===== src/rtl/ctrl_fsm.sv =====
// ctrl_fsm: multi-cycle fetch/decode/execute/memory/writeback sequencer.
// Owns the instruction register and the latched immediate, and drives the
// memory handshake, PC update select and register-file write enable.
module ctrl_fsm #(
    parameter int unsigned MEM_TIMEOUT = 255,
    parameter logic [31:0] RESET_IR    = 32'h0000_0013
) (
    input  logic        clk,
    input  logic        rst_n,
    output logic        mem_req,
    output logic        mem_we,
    output logic        mem_addr_sel,
    input  logic        mem_gnt,
    input  logic        mem_rvalid,
    input  logic [31:0] mem_rdata,
    output logic [31:0] ir,
    input  logic [31:0] imm_in,
    output logic [31:0] imm_q,
    input  logic        branch_taken,
    output logic        pc_we,
    output logic [1:0]  pc_src,
    output logic        rf_we,
    output logic [1:0]  wb_sel,
    output logic        halted,
    output logic        illegal,
    output logic        bus_err,
    output logic [3:0]  state_o
);

    typedef enum logic [3:0] {
        S_BOOT       = 4'd0,
        S_FETCH      = 4'd1,
        S_FETCH_WAIT = 4'd2,
        S_DECODE     = 4'd3,
        S_EXECUTE    = 4'd4,
        S_MEM        = 4'd5,
        S_MEM_WAIT   = 4'd6,
        S_WRITEBACK  = 4'd7,
        S_HALT       = 4'd8,
        S_TRAP       = 4'd9
    } state_t;

    localparam logic [6:0] OP_OP     = 7'b0110011;
    localparam logic [6:0] OP_IMM    = 7'b0010011;
    localparam logic [6:0] OP_LUI    = 7'b0110111;
    localparam logic [6:0] OP_AUIPC  = 7'b0010111;
    localparam logic [6:0] OP_LOAD   = 7'b0000011;
    localparam logic [6:0] OP_STORE  = 7'b0100011;
    localparam logic [6:0] OP_BRANCH = 7'b1100011;
    localparam logic [6:0] OP_JAL    = 7'b1101111;
    localparam logic [6:0] OP_JALR   = 7'b1100111;
    localparam logic [6:0] OP_FENCE  = 7'b0001111;
    localparam logic [6:0] OP_SYSTEM = 7'b1110011;

    localparam int unsigned CW = $clog2(MEM_TIMEOUT + 2);
    localparam logic [CW-1:0] TO_LAST = CW'((MEM_TIMEOUT == 0) ? 0 : MEM_TIMEOUT - 1);

    state_t          state;
    logic [CW-1:0]   to_cnt;
    logic [6:0]      opc;
    logic            mem_state;
    logic            handshake;
    logic            timeout_hit;

    assign opc     = ir[6:0];
    assign state_o = state;

    // Handshake / timeout qualifiers for the four memory-facing states
    always_comb begin
        mem_state = (state == S_FETCH) || (state == S_FETCH_WAIT) ||
                    (state == S_MEM)   || (state == S_MEM_WAIT);
        handshake = (((state == S_FETCH) || (state == S_MEM)) && mem_gnt) ||
                    (((state == S_FETCH_WAIT) || (state == S_MEM_WAIT)) && mem_rvalid);
        // Fires on the cycle the counter would reach MEM_TIMEOUT; handshake takes priority
        timeout_hit = (MEM_TIMEOUT != 0) && mem_state && (to_cnt == TO_LAST);
    end

    // Sequencer state, instruction/immediate registers, timeout counter, sticky flags
    always_ff @(posedge clk or negedge rst_n) begin
        if (!rst_n) begin
            state   <= S_BOOT;
            ir      <= RESET_IR;
            imm_q   <= '0;
            to_cnt  <= '0;
            halted  <= 1'b0;
            illegal <= 1'b0;
            bus_err <= 1'b0;
        end else begin
            if (mem_state && !handshake && !timeout_hit && (MEM_TIMEOUT != 0))
                to_cnt <= to_cnt + CW'(1);
            else
                to_cnt <= '0;

            case (state)
                S_BOOT: state <= S_FETCH;
                S_FETCH: begin
                    if (mem_gnt) state <= S_FETCH_WAIT;
                    else if (timeout_hit) begin
                        state   <= S_TRAP;
                        bus_err <= 1'b1;
                    end
                end
                S_FETCH_WAIT: begin
                    if (mem_rvalid) begin
                        ir    <= mem_rdata;
                        state <= S_DECODE;
                    end else if (timeout_hit) begin
                        state   <= S_TRAP;
                        bus_err <= 1'b1;
                    end
                end
                S_DECODE: begin
                    imm_q <= imm_in;
                    case (opc)
                        OP_OP, OP_IMM, OP_LUI, OP_AUIPC, OP_LOAD, OP_STORE,
                        OP_BRANCH, OP_JAL, OP_JALR, OP_FENCE: state <= S_EXECUTE;
                        OP_SYSTEM: begin
                            state  <= S_HALT;
                            halted <= 1'b1;
                        end
                        default: begin
                            state   <= S_TRAP;
                            illegal <= 1'b1;
                        end
                    endcase
                end
                S_EXECUTE: begin
                    case (opc)
                        OP_LOAD, OP_STORE:   state <= S_MEM;
                        OP_BRANCH, OP_FENCE: state <= S_FETCH;
                        default:             state <= S_WRITEBACK;
                    endcase
                end
                S_MEM: begin
                    if (mem_gnt) state <= S_MEM_WAIT;
                    else if (timeout_hit) begin
                        state   <= S_TRAP;
                        bus_err <= 1'b1;
                    end
                end
                S_MEM_WAIT: begin
                    if (mem_rvalid)
                        state <= (opc == OP_STORE) ? S_FETCH : S_WRITEBACK;
                    else if (timeout_hit) begin
                        state   <= S_TRAP;
                        bus_err <= 1'b1;
                    end
                end
                S_WRITEBACK: state <= S_FETCH;
                default:     state <= state;
            endcase
        end
    end

    // Control outputs decoded from registered state and opcode; the branch
    // select and store-ack PC strobe also look at their same-cycle qualifier
    always_comb begin
        mem_req      = 1'b0;
        mem_we       = 1'b0;
        mem_addr_sel = 1'b0;
        pc_we        = 1'b0;
        pc_src       = 2'b00;
        rf_we        = 1'b0;
        wb_sel       = 2'b00;
        case (state)
            S_FETCH: mem_req = 1'b1;
            S_EXECUTE: begin
                if (opc == OP_BRANCH) begin
                    pc_we  = 1'b1;
                    pc_src = branch_taken ? 2'b10 : 2'b00;
                end else if (opc == OP_FENCE) begin
                    pc_we = 1'b1;
                end
            end
            S_MEM: begin
                mem_req      = 1'b1;
                mem_addr_sel = 1'b1;
                mem_we       = (opc == OP_STORE);
            end
            S_MEM_WAIT: pc_we = (opc == OP_STORE) && mem_rvalid;
            S_WRITEBACK: begin
                rf_we = 1'b1;
                pc_we = 1'b1;
                case (opc)
                    OP_JAL: begin
                        wb_sel = 2'b10;
                        pc_src = 2'b10;
                    end
                    OP_JALR: begin
                        wb_sel = 2'b10;
                        pc_src = 2'b01;
                    end
                    OP_LUI:  wb_sel = 2'b11;
                    OP_LOAD: wb_sel = 2'b01;
                    default: wb_sel = 2'b00;
                endcase
            end
            default: ;
        endcase
    end

endmodule


===== config.mk =====
export PLATFORM = sky130hd
export DESIGN_NAME = ctrl_fsm
export DESIGN_NICKNAME = d
export VERILOG_FILES = /design/src/rtl/ctrl_fsm.sv
export SDC_FILE = /design/constraint.sdc
export NUM_CORES = 1
export LEC_CHECK = 0
export BUFFER_PORTS_ARGS = -buffer_cell sky130_fd_sc_hd__buf_4
export CAP_MARGIN = 20
export CORE_ASPECT_RATIO = 1.4
export CORE_UTILIZATION = 40
export CTS_CLUSTER_SIZE = 24
export DETAILED_ROUTE_END_ITERATION = 16
export MAX_ROUTING_LAYER = met4
export PLACE_DENSITY = 0.78
export SLEW_MARGIN = 15
export SYNTH_ARGS = -nofsm -noshare
export SYNTH_HDL_FRONTEND = slang
export SYNTH_SLANG_ARGS = --single-unit

===== constraint.sdc =====
create_clock -name clk -period 3.25 [get_ports clk]
set_clock_uncertainty 0.1 [all_clocks]
set_input_delay 0.65 -clock clk [delete_from_list [all_inputs] [get_ports clk]]
set_output_delay 0.65 -clock clk [all_outputs]
set_load 0.05 [all_outputs]

==> results of run 1 <==
==> worst max-delay path: stages (launching register included) <==
cell       delay [ns]
dfrtp_1          0.52
nand3b_1         0.24
or2_1            0.28
inv_2            0.09
nand2_1          0.09
a2111oi_2        0.22
buf_4            0.26
==> final cells by class <==
cell class / instances / area (sq um) / share of cell area, %
Clock buffer: 10 / 239 / 4.56
Multi-Input combinational cell: 174 / 1580 / 30.0
Timing Repair Buffer: 152 / 1170 / 22.4
Clock inverter: 5 / 81.3 / 1.55
Tap cell: 107 / 134 / 2.55
Sequential cell: 80 / 2010 / 38.3
Inverter: 9 / 33.8 / 0.644
==> worst paths after layout <==
check,start,to,slack (ns),cells after the start
min reg2reg,halted$_DFFE_PN0P_,halted$_DFFE_PN0P_,0.36,1
max,state_o[3]$_DFFE_PN0P_,wb_sel[0],0.48,6
min,rst_n,imm_q[14]$_DFFE_PN0P_,0.13,1
max in group asynchronous,rst_n,ir[0]$_DFFE_PN1P_,2.29,2
max reg2reg,state_o[3]$_DFFE_PN0P_,ir[25]$_DFFE_PN0P_,1.15,4
min in group clk,halted$_DFFE_PN0P_,halted$_DFFE_PN0P_,0.36,1
==> cells in the mapped netlist (2+ instances only) <==
cell type	number
o31ai_1	2
nand2_1	11
buf_2	5
o21ai_0	6
buf_4	7
nor4bb_1	4
clkbuf_1	2
inv_2	2
nor2b_1	3
or3_1	3
nand4b_1	2
inv_1	7
buf_6	3
o311ai_0	2
and2_1	2
nor3_1	4
nor2_1	23
mux2i_1	2
dfstp_2	3
dfrtp_1	77
nand3_1	9
mux2_2	4
a21oi_1	3
mux2_4	28
xnor2_1	6
ha_1	2
a21o_1	2
mux2_1	31
==> registers in the layout, indices dropped and copies added (netlist names) <==
signal and cells:
bus_err 1, halted 1, illegal 1, imm_q 32
ir 32, state_o 4, to_cnt 9
==> report_power, final <==
group          switching (mW)  internal (mW)  total, mW
combinational          0.0320         0.0558     0.0878
sequential                  0          0.996      0.996
clock                   0.383          0.689       1.07
total                   0.415           1.74       2.16
==> per-layer routing <==
| metal | vias to the layer above | track usage [%] | part of all wire (%) |
|---|---|---|---|
| li1 | 1287 | - | - |
| met1 | 1336 | 19.6 | 38 |
| met2 | 86 | 31.5 | 54 |
| met3 | 14 | 5.20 | 5.9 |
| met4 | 0 | 8.28 | 2.1 |
| met5 | - | - | 0 |
==> placed cells by master (no fill, tap or decap), drive strengths merged, types with 2 or more instances in the layout <==
| cell | count |
|---|---|
| a2111oi | 3 |
| a21o | 2 |
| a21oi | 3 |
| and2 | 2 |
| buf | 152 |
| bufinv | 2 |
| clkbuf | 10 |
| clkinv | 2 |
| dfrtp | 77 |
| dfstp | 3 |
| ha | 2 |
| inv | 9 |
| mux2 | 63 |
| mux2i | 2 |
| nand2 | 11 |
| nand3 | 9 |
| nand4 | 2 |
| nand4b | 2 |
| nor2 | 23 |
| nor2b | 3 |
| nor3 | 4 |
| nor4 | 2 |
| nor4bb | 4 |
| o21ai | 7 |
| o311ai | 2 |
| o31ai | 2 |
| or3 | 3 |
| xnor2 | 6 |
==> per-stage QoR <==
step	cells	total power, mW	hold WS, ns	worst slack, ns
5_1_grt	537	2.24	0.153	0.345
4_1_cts	536	2.19	0.375	0.460
3_5_place_dp	521	1.10	0.357	0.826
2_1_floorplan	280	1.02	0.254	-0.133
6_report	537	2.16	0.128	0.481
3_3_place_gp	521	1.10	0.342	0.850
==> cells by family after synthesis <==
kind of cell             count (synthesis)  synth area share, %
adder cells (fa/ha/maj)                  2                0.676
XOR/XNOR                                 7                 1.66
flip-flops                              80                 54.2
AND/OR/NAND/NOR                         72                 11.2
buffers and inverters                   26                 4.12
multiplexers                            65                 22.5
AO/OA/AOI/OAI                           28                 5.65
==> summary.txt, run 1 <==
gr ovfl total - 0
number of synthesized register bits - 80
IO Port Bufs - 148
total die area - 9650 sq um
crit end category - primary output
synth warn - 0
post-synthesis sequential area ratio - 54.2%
share of cells above drive strength 1 - 49.8%
Synth top area share - 52.1%
Distinct cells, synth - 53
Synth Instances - 280
Worst-Margin Slew - 0.497 ns
RSZ-0062 raised after global routing - false
CP Max Fanout - 12
1st-iter DRT viols - 157
wire per inst - 15.3 um
final core occ - 58.4%
post-synthesis cell area - 3700 sq um
hpwl dp - 6150 um
CP startpoint kind - flip-flop
first-pass GRT wire length - 13,400 um
cell area after layout - 5240 sq um
ys flop type - dfrtp_1
worst hold path class - in2async
area of the core - 8980 sq um
top cells by area, synth - dfrtp_1 52%, mux2_4 11%, mux2_1 9.4%
final-stage net count - 497
most area-hungry cell type in the Yosys netlist - dfrtp_1
# diodes - 0
clock buffer depth - 2
WS Path Type - reg2out
CTS Buf Count - 9
Cell Rows - 41
Syn Area/Cell - 13.2 sq um
Die Y-Extent - 116 um
Synthesized Nets - 351
Final Cycle Share - 85.2%
placer congestion estimate - 0.804
antenna violations before repair - 0
setup TNS - 0 ns
Setup-failing EPs final - 0
Syn-to-layout area delta - 41.6%
post-route ant nets - 0
# fillers - 737
Via-to-Cell Ratio - 5.07
Clock transition at path regs - 0.06 ns
clk_lat worst skew - 0.33 ns
f_max - 361 MHz
number of global-route vias before repair - 2,888
Max-Slew Margin vs Limit - 66.9%
Area after DPL - 4890 sq um
DRC viols - 0
DRT Pass-1 Iters - 3
pwr/cell area - 411 nW/um^2
Die Wd - 83.3 um
Pleak - 2.73 nW
ys async rst share - 100%
CTS H-tree depth - 3
GRT Total Usage - 18.3%
Final Hold Fails - 0
Root Driver - clkbuf_16
# Max-Cap Violations - 0
# IOs - 149
via count - 2,723
fin crit period - 2.77 ns
worst endpoint required time - 2.50 ns
status - completed
Critical Path AT - 2.02 ns
drt total wl - 8230 um
postcts setup bufs - 0
peak supply drop - 412 uV
cts repair resizes - 0
largest net degree at the start of global routing - 81
Post-synth EDFFs - 0
starting density of the core - 41.2%
Final Max Tran Viols - 0
CTS tree - built
clock sink total - 80
cts hold-fix bufs - 0
Power figures use the tool's default switching activity.
==> inputs of run 2 (changes only) <==
RECOVER_POWER = 100   (was default)
==> run 2 against run 1 <==
Compared with the run above:
- the run now ends with max-capacitance violations, max-slew violations left
- worst setup slack got worse by 0.17 ns
- maximum frequency fell by 5.9%
- critical path depth did not move
- first-iteration DRC count rose by 1.3%
==> summary.txt, run 2 (synthesis gave the netlist of run 1 again) <==
Die Wd - 83.3 um (unchanged)
first-pass GRT wire length - 13,400 um (unchanged)
# fillers - 834 (+13%)
CTS Buf Count - 9 (unchanged)
peak supply drop - 411 uV (about the same)
Final Max Tran Viols - 28 (+28)
cell chain of the critical path - nand3b_1 -> or2_1 -> inv_2 -> nand2_1 -> nor3_2 -> clkbuf_1
Syn-to-layout area delta - 29.7%
Cell Rows - 41 (unchanged)
status - finished, violations left
worst hold path class - reg2reg
Die Y-Extent - 116 um (unchanged)
Final Hold Fails - 0 (unchanged)
share of cells above drive strength 1 - 24.2% (-26 points)
worst r2r dst - ir[14]$_DFFE_PN0P_
drt total wl - 8210 um (-0.28%)
IO Port Bufs - 148 (unchanged)
clk_lat worst skew - 0.33 ns (about the same)
# diodes - 0 (unchanged)
Root Driver - clkbuf_16
DRT Pass-1 Iters - 4 (+1)
Worst-Margin Slew - 1.52 ns (+1.02 ns)
starting density of the core - 41.2% (unchanged)
final-stage net count - 497 (unchanged)
CTS tree - built
number of global-route vias before repair - 2,888 (unchanged)
Final Power - 2.15 mW (-0.12%)
CTS H-tree depth - 3 (unchanged)
WS Path Type - reg2out
# Max-Cap Violations - 1 (+1)
Crit-path slowest cell - clkbuf_1
reg-to-reg slack, setup - 0.62 ns (-0.53 ns)
Max-Slew Margin vs Limit - -1.10% (-68 points)
crit end category - primary output
# IOs - 149 (unchanged)
Reg2Reg Depth - 4 (unchanged)
hpwl dp - 6150 um (unchanged)
clock buffer depth - 2 (unchanged)
most common cell after layout, fill and taps aside - clkbuf_1
antenna violations before repair - 0 (unchanged)
hold_ws - 0.363 ns (+0.234 ns)
total die area - 9650 sq um (unchanged)
via count - 2,730 (+0.26%)
gr ovfl total - 0 (unchanged)
cts repair resizes - 0 (unchanged)
placer congestion estimate - 0.804 (unchanged)
worst endpoint required time - 2.50 ns (about the same)
end of the critical path - wb_sel[1]
commonest cells after routing, fill and taps aside - 79 x clkbuf_1, 77 x dfrtp_1, 69 x buf_4, 58 x mux2_1, 23 x nor2_1
wire per inst - 15.3 um (-0.28%)
CP startpoint kind - flip-flop
failing checks - max-capacitance violations, max-slew violations
RSZ-0062 raised after global routing - false
Pleak - 2.34 nW (-14%)
f_max - 340 MHz (-5.9%)
Via-to-Cell Ratio - 5.08 (+0.26%)
clock sink total - 80 (unchanged)
Clock transition at path regs - 0.06 ns (about the same)
DRC viols - 0 (unchanged)
GRT Total Usage - 18.3% (unchanged)
Final Cycle Share - 90.6% (+5.4 points)
top flop regs - imm_q x32, ir x32, to_cnt x9
CP Launch Point - state_o[3]$_DFFE_PN0P_
fin crit period - 2.94 ns (+0.175 ns)
Reg-to-Reg Start - state_o[3]$_DFFE_PN0P_
footprint of the multi-input gates - 1450 sq um (-7.9%)
Max stage delay on crit path - 0.51 ns (about the same)
1st-iter DRT viols - 159 (+1.3%)
CP Max Fanout - 12 (unchanged)
cts hold-fix bufs - 0 (unchanged)
post-route ant nets - 0 (unchanged)
pwr/cell area - 448 nW/um^2 (+9.0%)
Setup-failing EPs final - 0 (unchanged)
largest net degree at the start of global routing - 81 (unchanged)
Storage cell area - 2010 sq um (unchanged)
Critical Path AT - 2.19 ns (+0.17 ns)
postcts setup bufs - 0 (unchanged)
area of the core - 8980 sq um (unchanged)
==> run 2: layer usage <==
metal,wire [um],track usage [%],vias to the layer above
li1,-,-,1286
met1,3140,19.6,1333
met2,4350,31.5,92
met3,499,5.20,19
met4,211,8.28,0
met5,0,-,-
==> run 2: through the flow <==
step           cells  instance area (sq um)  worst slack (ns)  TNS (ns)  util, %
2_1_floorplan    280                   3720            -0.133    -0.133        -
3_3_place_gp     521                   4890             0.850         0     54.5
3_5_place_dp     521                   4890             0.826         0     54.5
4_1_cts          536                   5220             0.460         0     58.1
5_1_grt          537                   4800             0.173         0     53.5
6_report         537                   4800             0.306         0     53.5
==> run 2: critical path, delay by kind of cell, from the launching register on <==
family                 cells  cell delay [ns]
and+or+nand+nor            4             0.77
buffers and inverters      2             0.60
DFF                        1             0.49
==> run 2: where the power goes <==
| group | internal, mW | leakage (nW) | switching (mW) |
|---|---|---|---|
| sequential | 0.996 | 1.08 | 0 |
| combinational | 0.0548 | 1.10 | 0.0313 |
| clock | 0.689 | 0.155 | 0.382 |
| total | 1.74 | 2.34 | 0.414 |
==> run 2: area by class of cell <==
type	instances	area share, %
clock buffers	10	4.98
clock inverters	5	1.69
inverters	9	0.703
multi-input cells	174	30.2
flip-flops and latches	80	41.8
well taps	107	2.79
repair buffers	152	17.8
==> run 2: worst min-delay path by stage <==
stage	cells after the start	slack [ns]	endpoint	from
floorplan	0	0.25	bus_err$_DFFE_PN0P_	rst_n
global placement	1	0.34	halted$_DFFE_PN0P_	halted$_DFFE_PN0P_
finish	1	0.36	halted$_DFFE_PN0P_	halted$_DFFE_PN0P_
global route	1	0.38	halted$_DFFE_PN0P_	halted$_DFFE_PN0P_
detailed placement	1	0.36	halted$_DFFE_PN0P_	halted$_DFFE_PN0P_
CTS	1	0.38	halted$_DFFE_PN0P_	halted$_DFFE_PN0P_
